--- src/rtl/lpddr2_arb_pkg.sv ---
// Shared types and default sizing for the LPDDR2 two-port command arbiter.
package lpddr2_arb_pkg;

  typedef enum logic {
    IDLE  = 1'b0,
    ISSUE = 1'b1
  } arb_state_t;

  typedef logic port_id_t;

  localparam int unsigned ADDR_W_DEF = 27;
  localparam int unsigned DATA_W_DEF = 32;
  localparam int unsigned MAX_RD_DEF = 4;

endpackage

--- src/rtl/lpddr2_port_arbiter_tag_fifo.sv ---
// In-order tag FIFO recording which port owns each outstanding read.
module arb_tag_fifo
  import lpddr2_arb_pkg::*;
#(
  parameter int unsigned DEPTH = MAX_RD_DEF,
  localparam int unsigned PTR_W = $clog2(DEPTH),
  localparam int unsigned CNT_W = PTR_W + 1
) (
  input  logic             clk,
  input  logic             rst,
  input  logic             push,
  input  port_id_t         push_data,
  input  logic             pop,
  output port_id_t         head,
  output logic [CNT_W-1:0] count,
  output logic             empty,
  output logic             full
);

  port_id_t         mem [DEPTH];
  logic [PTR_W-1:0] wr_ptr;
  logic [PTR_W-1:0] rd_ptr;
  logic             push_ok;
  logic             pop_ok;

  assign empty   = (count == '0);
  assign full    = (count == CNT_W'(DEPTH));
  assign push_ok = push && !full;
  assign pop_ok  = pop && !empty;
  assign head    = mem[rd_ptr];

  always_ff @(posedge clk) begin
    if (push_ok) mem[wr_ptr] <= push_data;
  end

  // DEPTH is a power of two, so pointers wrap naturally.
  always_ff @(posedge clk or posedge rst) begin
    if (rst) begin
      wr_ptr <= '0;
      rd_ptr <= '0;
      count  <= '0;
    end else begin
      if (push_ok) wr_ptr <= wr_ptr + 1'b1;
      if (pop_ok)  rd_ptr <= rd_ptr + 1'b1;
      case ({push_ok, pop_ok})
        2'b10:   count <= count + 1'b1;
        2'b01:   count <= count - 1'b1;
        default: count <= count;
      endcase
    end
  end

endmodule

--- src/rtl/lpddr2_port_arbiter.sv ---
// Two-port arbiter onto one LPDDR2 controller command port with in-order read return.
// Define LPDDR2_ARB_FIXED_PRIO_EN for fixed port-0 priority; default is round-robin.
module lpddr2_port_arbiter
  import lpddr2_arb_pkg::*;
#(
  parameter int unsigned ADDR_W = ADDR_W_DEF,
  parameter int unsigned DATA_W = DATA_W_DEF,
  parameter int unsigned MAX_RD = MAX_RD_DEF
) (
  input  logic              clk,
  input  logic              rst,
  input  logic              req0_valid,
  input  logic              req0_we,
  input  logic [ADDR_W-1:0] req0_addr,
  input  logic [DATA_W-1:0] req0_wdata,
  output logic              req0_ready,
  input  logic              req1_valid,
  input  logic              req1_we,
  input  logic [ADDR_W-1:0] req1_addr,
  input  logic [DATA_W-1:0] req1_wdata,
  output logic              req1_ready,
  output logic              rsp0_valid,
  output logic [DATA_W-1:0] rsp0_data,
  output logic              rsp1_valid,
  output logic [DATA_W-1:0] rsp1_data,
  output logic [ADDR_W-1:0] avm_address,
  output logic              avm_read,
  output logic              avm_write,
  output logic [DATA_W-1:0] avm_writedata,
  input  logic              avm_waitrequest,
  input  logic [DATA_W-1:0] avm_readdata,
  input  logic              avm_readdatavalid,
  output logic              rd_err
);

  localparam int unsigned CNT_W = $clog2(MAX_RD) + 1;

  arb_state_t        state, state_nxt;
  logic [ADDR_W-1:0] cmd_addr;
  logic              cmd_we;
  logic [DATA_W-1:0] cmd_wdata;
  port_id_t          cmd_port;
  port_id_t          last_grant;
  port_id_t          grant_port;
  logic              grant;
  logic              retire;
  logic              rd_room;
  logic              elig0, elig1;
  logic              tag_push, tag_pop, tag_empty, tag_full;
  port_id_t          tag_head;
  logic [CNT_W-1:0]  rd_count;

  always_ff @(posedge clk or posedge rst) begin
    if (rst) state <= IDLE;
    else     state <= state_nxt;
  end

  always_comb begin
    state_nxt  = state;
    grant      = 1'b0;
    retire     = 1'b0;
    req0_ready = 1'b0;
    req1_ready = 1'b0;
    rd_room    = (rd_count < CNT_W'(MAX_RD));
    elig0      = req0_valid && (req0_we || rd_room);
    elig1      = req1_valid && (req1_we || rd_room);
`ifdef LPDDR2_ARB_FIXED_PRIO_EN
    grant_port = elig0 ? 1'b0 : 1'b1;
`else
    if (elig0 && elig1) grant_port = ~last_grant;
    else                grant_port = elig0 ? 1'b0 : 1'b1;
`endif
    unique case (state)
      IDLE: begin
        if (elig0 || elig1) begin
          grant      = 1'b1;
          req0_ready = (grant_port == 1'b0);
          req1_ready = (grant_port == 1'b1);
          state_nxt  = ISSUE;
        end
      end
      ISSUE: begin
        if (!avm_waitrequest) begin
          retire    = 1'b1;
          state_nxt = IDLE;
        end
      end
      default: state_nxt = IDLE;
    endcase
  end

  always_ff @(posedge clk or posedge rst) begin
    if (rst) begin
      cmd_addr   <= '0;
      cmd_we     <= 1'b0;
      cmd_wdata  <= '0;
      cmd_port   <= 1'b0;
      last_grant <= 1'b1;
    end else if (grant) begin
      cmd_addr   <= grant_port ? req1_addr  : req0_addr;
      cmd_we     <= grant_port ? req1_we    : req0_we;
      cmd_wdata  <= grant_port ? req1_wdata : req0_wdata;
      cmd_port   <= grant_port;
      last_grant <= grant_port;
    end
  end

  assign avm_read      = (state == ISSUE) && !cmd_we;
  assign avm_write     = (state == ISSUE) && cmd_we;
  assign avm_address   = cmd_addr;
  assign avm_writedata = cmd_wdata;

  assign tag_push = retire && !cmd_we && !tag_full;
  assign tag_pop  = avm_readdatavalid && !tag_empty;

  arb_tag_fifo #(.DEPTH(MAX_RD)) u_tag_fifo (
    .clk       (clk),
    .rst       (rst),
    .push      (tag_push),
    .push_data (cmd_port),
    .pop       (tag_pop),
    .head      (tag_head),
    .count     (rd_count),
    .empty     (tag_empty),
    .full      (tag_full)
  );

  // Read data with no tag outstanding is dropped and flagged.
  always_ff @(posedge clk or posedge rst) begin
    if (rst) begin
      rsp0_valid <= 1'b0;
      rsp1_valid <= 1'b0;
      rsp0_data  <= '0;
      rsp1_data  <= '0;
      rd_err     <= 1'b0;
    end else begin
      rsp0_valid <= tag_pop && (tag_head == 1'b0);
      rsp1_valid <= tag_pop && (tag_head == 1'b1);
      if (tag_pop && (tag_head == 1'b0)) rsp0_data <= avm_readdata;
      if (tag_pop && (tag_head == 1'b1)) rsp1_data <= avm_readdata;
      if (avm_readdatavalid && tag_empty) rd_err <= 1'b1;
    end
  end

endmodule

--- config.mk ---
export PLATFORM = sky130hd
export DESIGN_NAME = lpddr2_port_arbiter
export DESIGN_NICKNAME = d
export VERILOG_FILES = /design/src/rtl/lpddr2_arb_pkg.sv /design/src/rtl/lpddr2_port_arbiter_tag_fifo.sv /design/src/rtl/lpddr2_port_arbiter.sv
export SDC_FILE = /design/constraint.sdc
export NUM_CORES = 1
export LEC_CHECK = 0
export ABC_CLOCK_PERIOD_IN_PS = 4600
export CAP_MARGIN = 20
export CELL_PAD_IN_SITES_DETAIL_PLACEMENT = 1
export CELL_PAD_IN_SITES_GLOBAL_PLACEMENT = 1
export CORE_UTILIZATION = 32
export DETAILED_ROUTE_END_ITERATION = 7
export GPL_TIMING_DRIVEN = 0
export HOLD_SLACK_MARGIN = 0.12
export PLACE_DENSITY_LB_ADDON = 0.15
export SYNTH_ARGS = -nofsm -noshare
export SYNTH_HDL_FRONTEND = slang
export SYNTH_HIERARCHICAL = 1
export SYNTH_SLANG_ARGS = --single-unit
--- constraint.sdc ---
create_clock -name clk -period 4.6 [get_ports clk]
set_input_delay 0.46 -clock clk [delete_from_list [all_inputs] [get_ports clk]]
set_output_delay 0.46 -clock clk [all_outputs]
set_load 0.05 [all_outputs]
==> Word level (Yosys, flattened, before mapping) <==
Memory sizes are Yosys's and may differ from the RTL's.
Cells that the tools add are included.
{ "totals": {"word_cells": 66, "ramBits": 4, "output_inout_bits": 130, "ff_bits": 137, "input_bits": 158, "n_memories": 1} }
{ "op_classes": {"n_mux": 18, "addsub": 4, "n_reduce_logical": 21, "n_bitwise": 4, "n_lt_le_gt_ge": 1, "n_eq_ne": 3} }
{ "memory_table": {"columns": ["memory", "depth", "word_bits", "read_ports", "rd_clocked_by_memory_dff", "wr", "line_no", "rtl"], "rows": [
  ["u_tag_fifo.mem", 4, 1, 1, 0, 1, "lpddr2_port_arbiter_tag_fifo.sv:20", "port_id_t mem [DEPTH];"]
]} }
{ "ops": {"columns": ["op", "n"], "rows": [
  ["$mux W32", 1],
  ["$mux W27", 1],
  ["$mux W1", 14],
  ["$logic_and A1 B1 Y1", 13],
  ["$pmux W3 S2", 1],
  ["$add A2 B1 Y2 const B", 2],
  ["$not A1 Y1", 4],
  ["$add A3 B1 Y3 const B", 1],
  ["$eq A3 B3 Y1 const B", 1],
  ["$logic_not A1 Y1", 3],
  ["$logic_not A3 Y1", 1],
  ["$logic_or A1 B1 Y1", 3],
  ["$lt A3 B3 Y1 const B", 1],
  ["$sub A3 B1 Y3 const B", 1],
  ["$eq A2 B1 Y1 const B", 1],
  ["$eq A2 B2 Y1 const B", 1],
  ["$pmux W1 S2", 1],
  ["$reduce_bool A2 Y1", 1]
]} }

==> Depth between registers and ports, before layout <==
{ "logic_depth": {"depth_word": 8, "ltp_mapped": 10} }

==> Hierarchy <==
The synthesis kept the hierarchy.
{ "by_module_without_submodules": {"columns": ["mod", "seq_area_each_um2", "instances", "cells_per_inst", "area_per_inst_um2"], "rows": [
  ["lpddr2_port_arbiter", 3254.4, 1, 424, 5679.2],
  ["arb_tag_fifo", 295.3, 1, 44, 578.1]
]} }

==> Worst setup path before layout <==
No wires, ideal clock.
{ "synth_path": {"path_kind": "flip-flop to flip-flop", "from": "reg state", "to": "reg u_tag_fifo.count[2]", "path_buffers": 0, "period_less_slack_ns": 2.589, "path_stages_with_launch": 11, "arrival_ns": 2.464, "path_slack_ns": 2.011, "cell_sequence": "dfrtp_1 > nor2b_1 > nor3b_1 > nor2b_2 > inv_1 > ha_1 > inv_1 > fa_1 > xor2_1 > nor2_1 > xor2_1"} }
{ "synth_between": {"elab_chain_len": 6, "word_cells_on_any_way": 8} }
{ "synth_lines": {"columns": ["element", "line_no", "rtl"], "rows": [
  ["start, declared", "lpddr2_port_arbiter.sv:38", "arb_state_t state, state_nxt;"],
  ["start signal, assigned", "lpddr2_port_arbiter.sv:55", "else state <= state_nxt;"],
  ["$mux W1 (*)", "lpddr2_port_arbiter.sv:73", "unique case (state)"],
  ["$logic_and A1 B1 Y1 (*) (2 in a row)", "lpddr2_port_arbiter.sv:113", "assign tag_push = retire && !cmd_we && !tag_full;"],
  ["net tag_push", "lpddr2_port_arbiter.sv:49", "logic tag_push, tag_pop, tag_empty, tag_full;"],
  ["$logic_and A1 B1 Y1 (*)", "lpddr2_port_arbiter_tag_fifo.sv:28", "assign push_ok = push && !full;"],
  ["$eq A2 B1 Y1 or $eq A2 B2 Y1 (tied branches)", "lpddr2_port_arbiter_tag_fifo.sv:45", "case ({push_ok, pop_ok})"],
  ["$pmux W3 S2 or $reduce_bool A2 Y1 (tied branches)", null, null],
  ["end signal, assigned", "lpddr2_port_arbiter_tag_fifo.sv:46", "2'b10: count <= count + 1'b1;"],
  ["end signal, assigned", "lpddr2_port_arbiter_tag_fifo.sv:47", "2'b01: count <= count - 1'b1;"],
  ["end signal, assigned", "lpddr2_port_arbiter_tag_fifo.sv:48", "default: count <= count;"],
  ["end, declared", "lpddr2_port_arbiter_tag_fifo.sv:15", "output logic [CNT_W-1:0] count,"]
]} }
Mark *: on every way through the listed nets, which the timed path passes. The rest lies on a longest branch.
A chain may end at the register's enable or synchronous reset.

==> Worst setup path in the final report <==
{ "layout_path": {"from": "in req0_valid", "to": "out req1_ready"} }
{ "layout_between": {"elab_chain_len": 5, "word_cells_on_any_way": 7} }
{ "layout_lines": {"columns": ["element", "line_no", "rtl"], "rows": [
  ["start, declared", "lpddr2_port_arbiter.sv:12", "input logic req0_valid,"],
  ["$logic_and A1 B1 Y1 (*)", "lpddr2_port_arbiter.sv:65", "elig0 = req0_valid && (req0_we || rd_room);"],
  ["$mux W1 or $logic_and A1 B1 Y1 (tied branches)", "lpddr2_port_arbiter.sv:71, lpddr2_port_arbiter.sv:70", null],
  ["$mux W1", "lpddr2_port_arbiter.sv:70", "if (elig0 && elig1) grant_port = ~last_grant;"],
  ["$mux W1 (*)", "lpddr2_port_arbiter.sv:75", "if (elig0 || elig1) begin"],
  ["$mux W1 (*)", "lpddr2_port_arbiter.sv:73", null],
  ["end, declared", "lpddr2_port_arbiter.sv:21", "output logic req1_ready,"]
]} }
Every way passes the cells marked *; elsewhere a longest branch is shown, timed or not.

==> results.txt <==
----------------------------------------------------
[Clock network]
  Post-CTS Setup Inserts ... 0
  Clock Sink Count ... 141
  Clock input transition at the sequential cells of the worst setup and hold paths ... ~60 ps
  Insertion delay to the later sink of the worst-skew pair ... 420 ps
  Clock Tree Root ... clkbuf_16
  PostCTS Resize Cnt ... 0
  Maximum buffer depth of the clock tree ... 2
  Number of buffers inserted by hold repair at cts ... 0
  Clock buffer count from CTS ... 17
  Htree depth ... 4
  TritonCTS clock tree ... done

[GRT]
  GRT Util Overall ... roughly a fifth
  First-pass GRT wire length ... 29.6 mm
  Maximum number of pins on one net before global-route repair ... 74
  Number of global-route vias before repair ... about 5.4k
  Initial antenna violation count ... 0
  GRT Residual Overflow ... 0

[Pwr]
  Reported leakage power ... 4.32 nW
  Power per cell area ... 867 nW/µm²
  Max IR drop VDD ... 320 µV
  Power Total ... 8.78 mW

[Drt]
  Total routed wirelength ... 19.0 mm
  Total vias in the final route ... 4812
  Drt drc ... 0
  Count of nets left with antenna violations after detail routing ... 0
  Number of vias per cell after detailed routing ... 4.59
  Routed length per placed instance ... 18.1 µm
  Number of detailed-route iterations in the first pass ... 4
  Starting DRT DRC Count ... 105

[Yosys]
  EDFF count, synth ... 4
  Gate count of the mapped netlist ... 468
  Synthesized area divided by synthesized cell count ... 13.4 µm²
  Flop and latch count out of synthesis ... 141
  Sequential element share of the synthesized area ... 56.7%
  Main area contributors after synthesis ... dfrtp_1 54%, mux2i_1 9.8%, a21oi_2 7.1%, mux2_2 6.3%, mux2_1 5.2%
  Synth unique cells ... 34
  Cell type with the largest total area after synthesis ... dfrtp_1
  Share of synthesized flip-flops with an asynchronous set or reset ... 97.2%
  Number of nets produced by synthesis ... 632
  Top cell type's share of synthesized area ... 54.4%
  Summed instance area of the synthesized netlist ... 6260 µm²
  Yosys warns ... 6
  Most used flip-flop cell after synthesis ... dfrtp_1

[Floorplanning]
  Total Die Area ... 20100 µm²
  Top Ports ... 288
  Effective utilization at floorplan ... 33.0%
  CORE AREA ... 19000 µm²
  Die extent in y ... 142 µm
  Die W ... between 100 and 150 µm
  Std-Cell Rows ... 50

[Setup path]
  Maximum fanout along the worst path ... 10
  Largest delay contributor family on the critical path ... buffers and inverters
  Worst path cell trace ... clkdlybuf4s50_1 > a22oi_1 > a21oi_2 > clkbuf_1 > and2_1 > clkdlybuf4s50_1
  Setup Crit Path Kind ... in2out
  Stage delay of the slowest cell on the critical path ... slightly above 800 ps
  Required time at the endpoint of the critical path ... 4140 ps
  Arrival time reported for the critical path endpoint ... between 2000 and 3000 ps
  Crit path launch type ... primary input
  Number of buffers and inverters on the critical path ... 3
  Slowest-stage cell, CP ... clkdlybuf4s50_1
  Setup crit end kind ... output port
  Cell type with the highest occurrence count on the critical path ... clkdlybuf4s50_1

[Hold path]
  Min-delay worst type ... in2async

[Cells and area]
  Nets ... 939
  Multi-input gate area ... 2430 µm²
  Diode insertion count for antenna repair ... 0
  Register cell area after layout ... between 3000 and 4000 µm²
  Most frequent cells in the layout ... 287 x clkdlybuf4s50_1, 136 x dfrtp_1, 67 x nor2_1, 61 x mux2i_1, 51 x a21oi_2
  Syn-to-layout area delta ... 61.8%
  Number of filler cells placed in the layout ... 1937
  Most common library cell in the layout ignoring fill and taps ... clkdlybuf4s50_1
  Share of final-layout standard cells stronger than drive strength 1 ... 19.2%

[Timing]
  Maximum clock rate ... 295 MHz
  Worst hold slack ... 420 ps
  Time the worst path needs with I/O delays and setup ... 3390 ps
  Transition time at the pin with the least slew margin ... 717 ps
  Part of the cycle the worst path needs ... 73.7%
  Final Max Slew Viols ... 0
  Post-route clock skew ... 12.8 ps
  Number of hold violations in the final report ... 0
  RSZ-0062 raised after global routing ... no
  Normalized max-slew margin ... 52.2%
  Final setup vio count ... 0

[Place]
  Number of input and output port buffers inserted ... 287
  HPWL Detailed ... 14.5 mm
  Placer Congestion ... 0.810

[Job]
  Max-cap violation count ... 0

[Status]
  Status ... finished clean

----------------------------------------------------
==> final cells by class <==
| type | instances | share of cell area (%) |
|---|---|---|
| plain buffers | 27 | 2.37 |
| clock buffers | 18 | 4.24 |
| clock inverters | 14 | 2.05 |
| inverters | 10 | 0.420 |
| multi-input cells | 290 | 24.0 |
| flip-flops and latches | 141 | 35.1 |
| well taps | 260 | 3.21 |
| repair buffers | 288 | 28.6 |
==> sequential cells by signal, summed over array words and instances, names as in the netlist <==
name / count
rd_err: 1
rsp1_data: 32
avm_address: 27
state: 1
u_tag_fifo/mem: 4
u_tag_fifo/count: 3
cmd_we: 1
u_tag_fifo/wr_ptr: 2
avm_writedata: 32
last_grant: 1
u_tag_fifo/rd_ptr: 2
rsp1_valid: 1
cmd_port: 1
rsp0_valid: 1
rsp0_data: 32
==> power by group <==
group / leakage, nW / switching, mW / total [mW] / internal [mW]
logic: 2.41 / 3.26 / 5.06 / 1.80
clock network: 0.304 / 0.572 / 1.49 / 0.920
registers: 1.60 / 0.351 / 2.22 / 1.87
total: 4.32 / 4.18 / 8.78 / 4.60
==> layer usage <==
layer	track usage (%)	wire (µm)
met1	21.9	7360
met2	35.1	9890
met3	6.48	1420
met4	6.34	287
met5	0	0
==> path summary, 6_finish.rpt <==
path / start / to / slack, ps / cells past startpoint
max reg2reg: u_tag_fifo/count[2]$_DFFE_PP0P_ / u_tag_fifo/count[2]$_DFFE_PP0P_ / 2280 / 9
max in group asynchronous: rst / rsp0_data[24]$_DFFE_PP0P_ / 3340 / 3
min: rst / u_tag_fifo/count[0]$_DFFE_PP0P_ / 420 / 2
min reg2reg: rd_err$_DFFE_PP0P_ / rd_err$_DFFE_PP0P_ / 460 / 1
max: req0_valid / req1_ready / 1210 / 6
min in group clk: rd_err$_DFFE_PP0P_ / rd_err$_DFFE_PP0P_ / 460 / 1
==> Yosys cell counts (2+ instances only) <==
| cell type | instances |
|---|---|
| a21oi_2 | 51 |
| buf_4 | 3 |
| ha_1 | 5 |
| and2_1 | 2 |
| nand2_1 | 2 |
| mux2i_1 | 61 |
| xnor2_1 | 2 |
| a21oi_1 | 10 |
| xor2_1 | 4 |
| clkbuf_1 | 6 |
| nor2b_1 | 5 |
| nor2_1 | 67 |
| mux2_2 | 35 |
| inv_1 | 9 |
| buf_12 | 7 |
| dfrtp_1 | 136 |
| buf_2 | 11 |
| mux2_1 | 29 |
| and2_2 | 4 |
| edfxtp_1 | 4 |
| a21o_1 | 2 |
==> metrics by stage <==
stage | util, % | setup slack, ps | area (µm²) | TNS (ps) | instances
3_5_place_dp | 50.1 | 1210 | 9490 | 0 | 1016
2_1_floorplan | - | 672 | 6260 | 0 | 468
5_1_grt | 53.4 | 1050 | 10100 | 0 | 1048
4_1_cts | 53.4 | 1140 | 10100 | 0 | 1048
6_report | 53.4 | 1210 | 10100 | 0 | 1048
3_3_place_gp | 49.9 | -1250 | 9460 | -159940 | 1015
==> worst register-to-register path, cell delays in order (launching register included) <==
cell and delay (ps):
dfrtp_1 460, nor3_1 150, nor2b_1 260, nor2b_1 250
ha_1 230, inv_1 70, fa_1 390, xor2_1 160
nor2_1 110, xor2_1 160
==> kinds of logic after synthesis <==
| kind of cell | synth area share (%) |
|---|---|
| AOI/OAI and AO/OA | 8.84 |
| xor gates and xnor gates | 0.840 |
| adders and majority gates | 1.32 |
| buffers and inverters | 4.44 |
| DFF | 56.7 |
| muxes | 21.9 |
| and+or+nand+nor | 5.96 |
No activity file was read; power rests on OpenSTA's default activity.
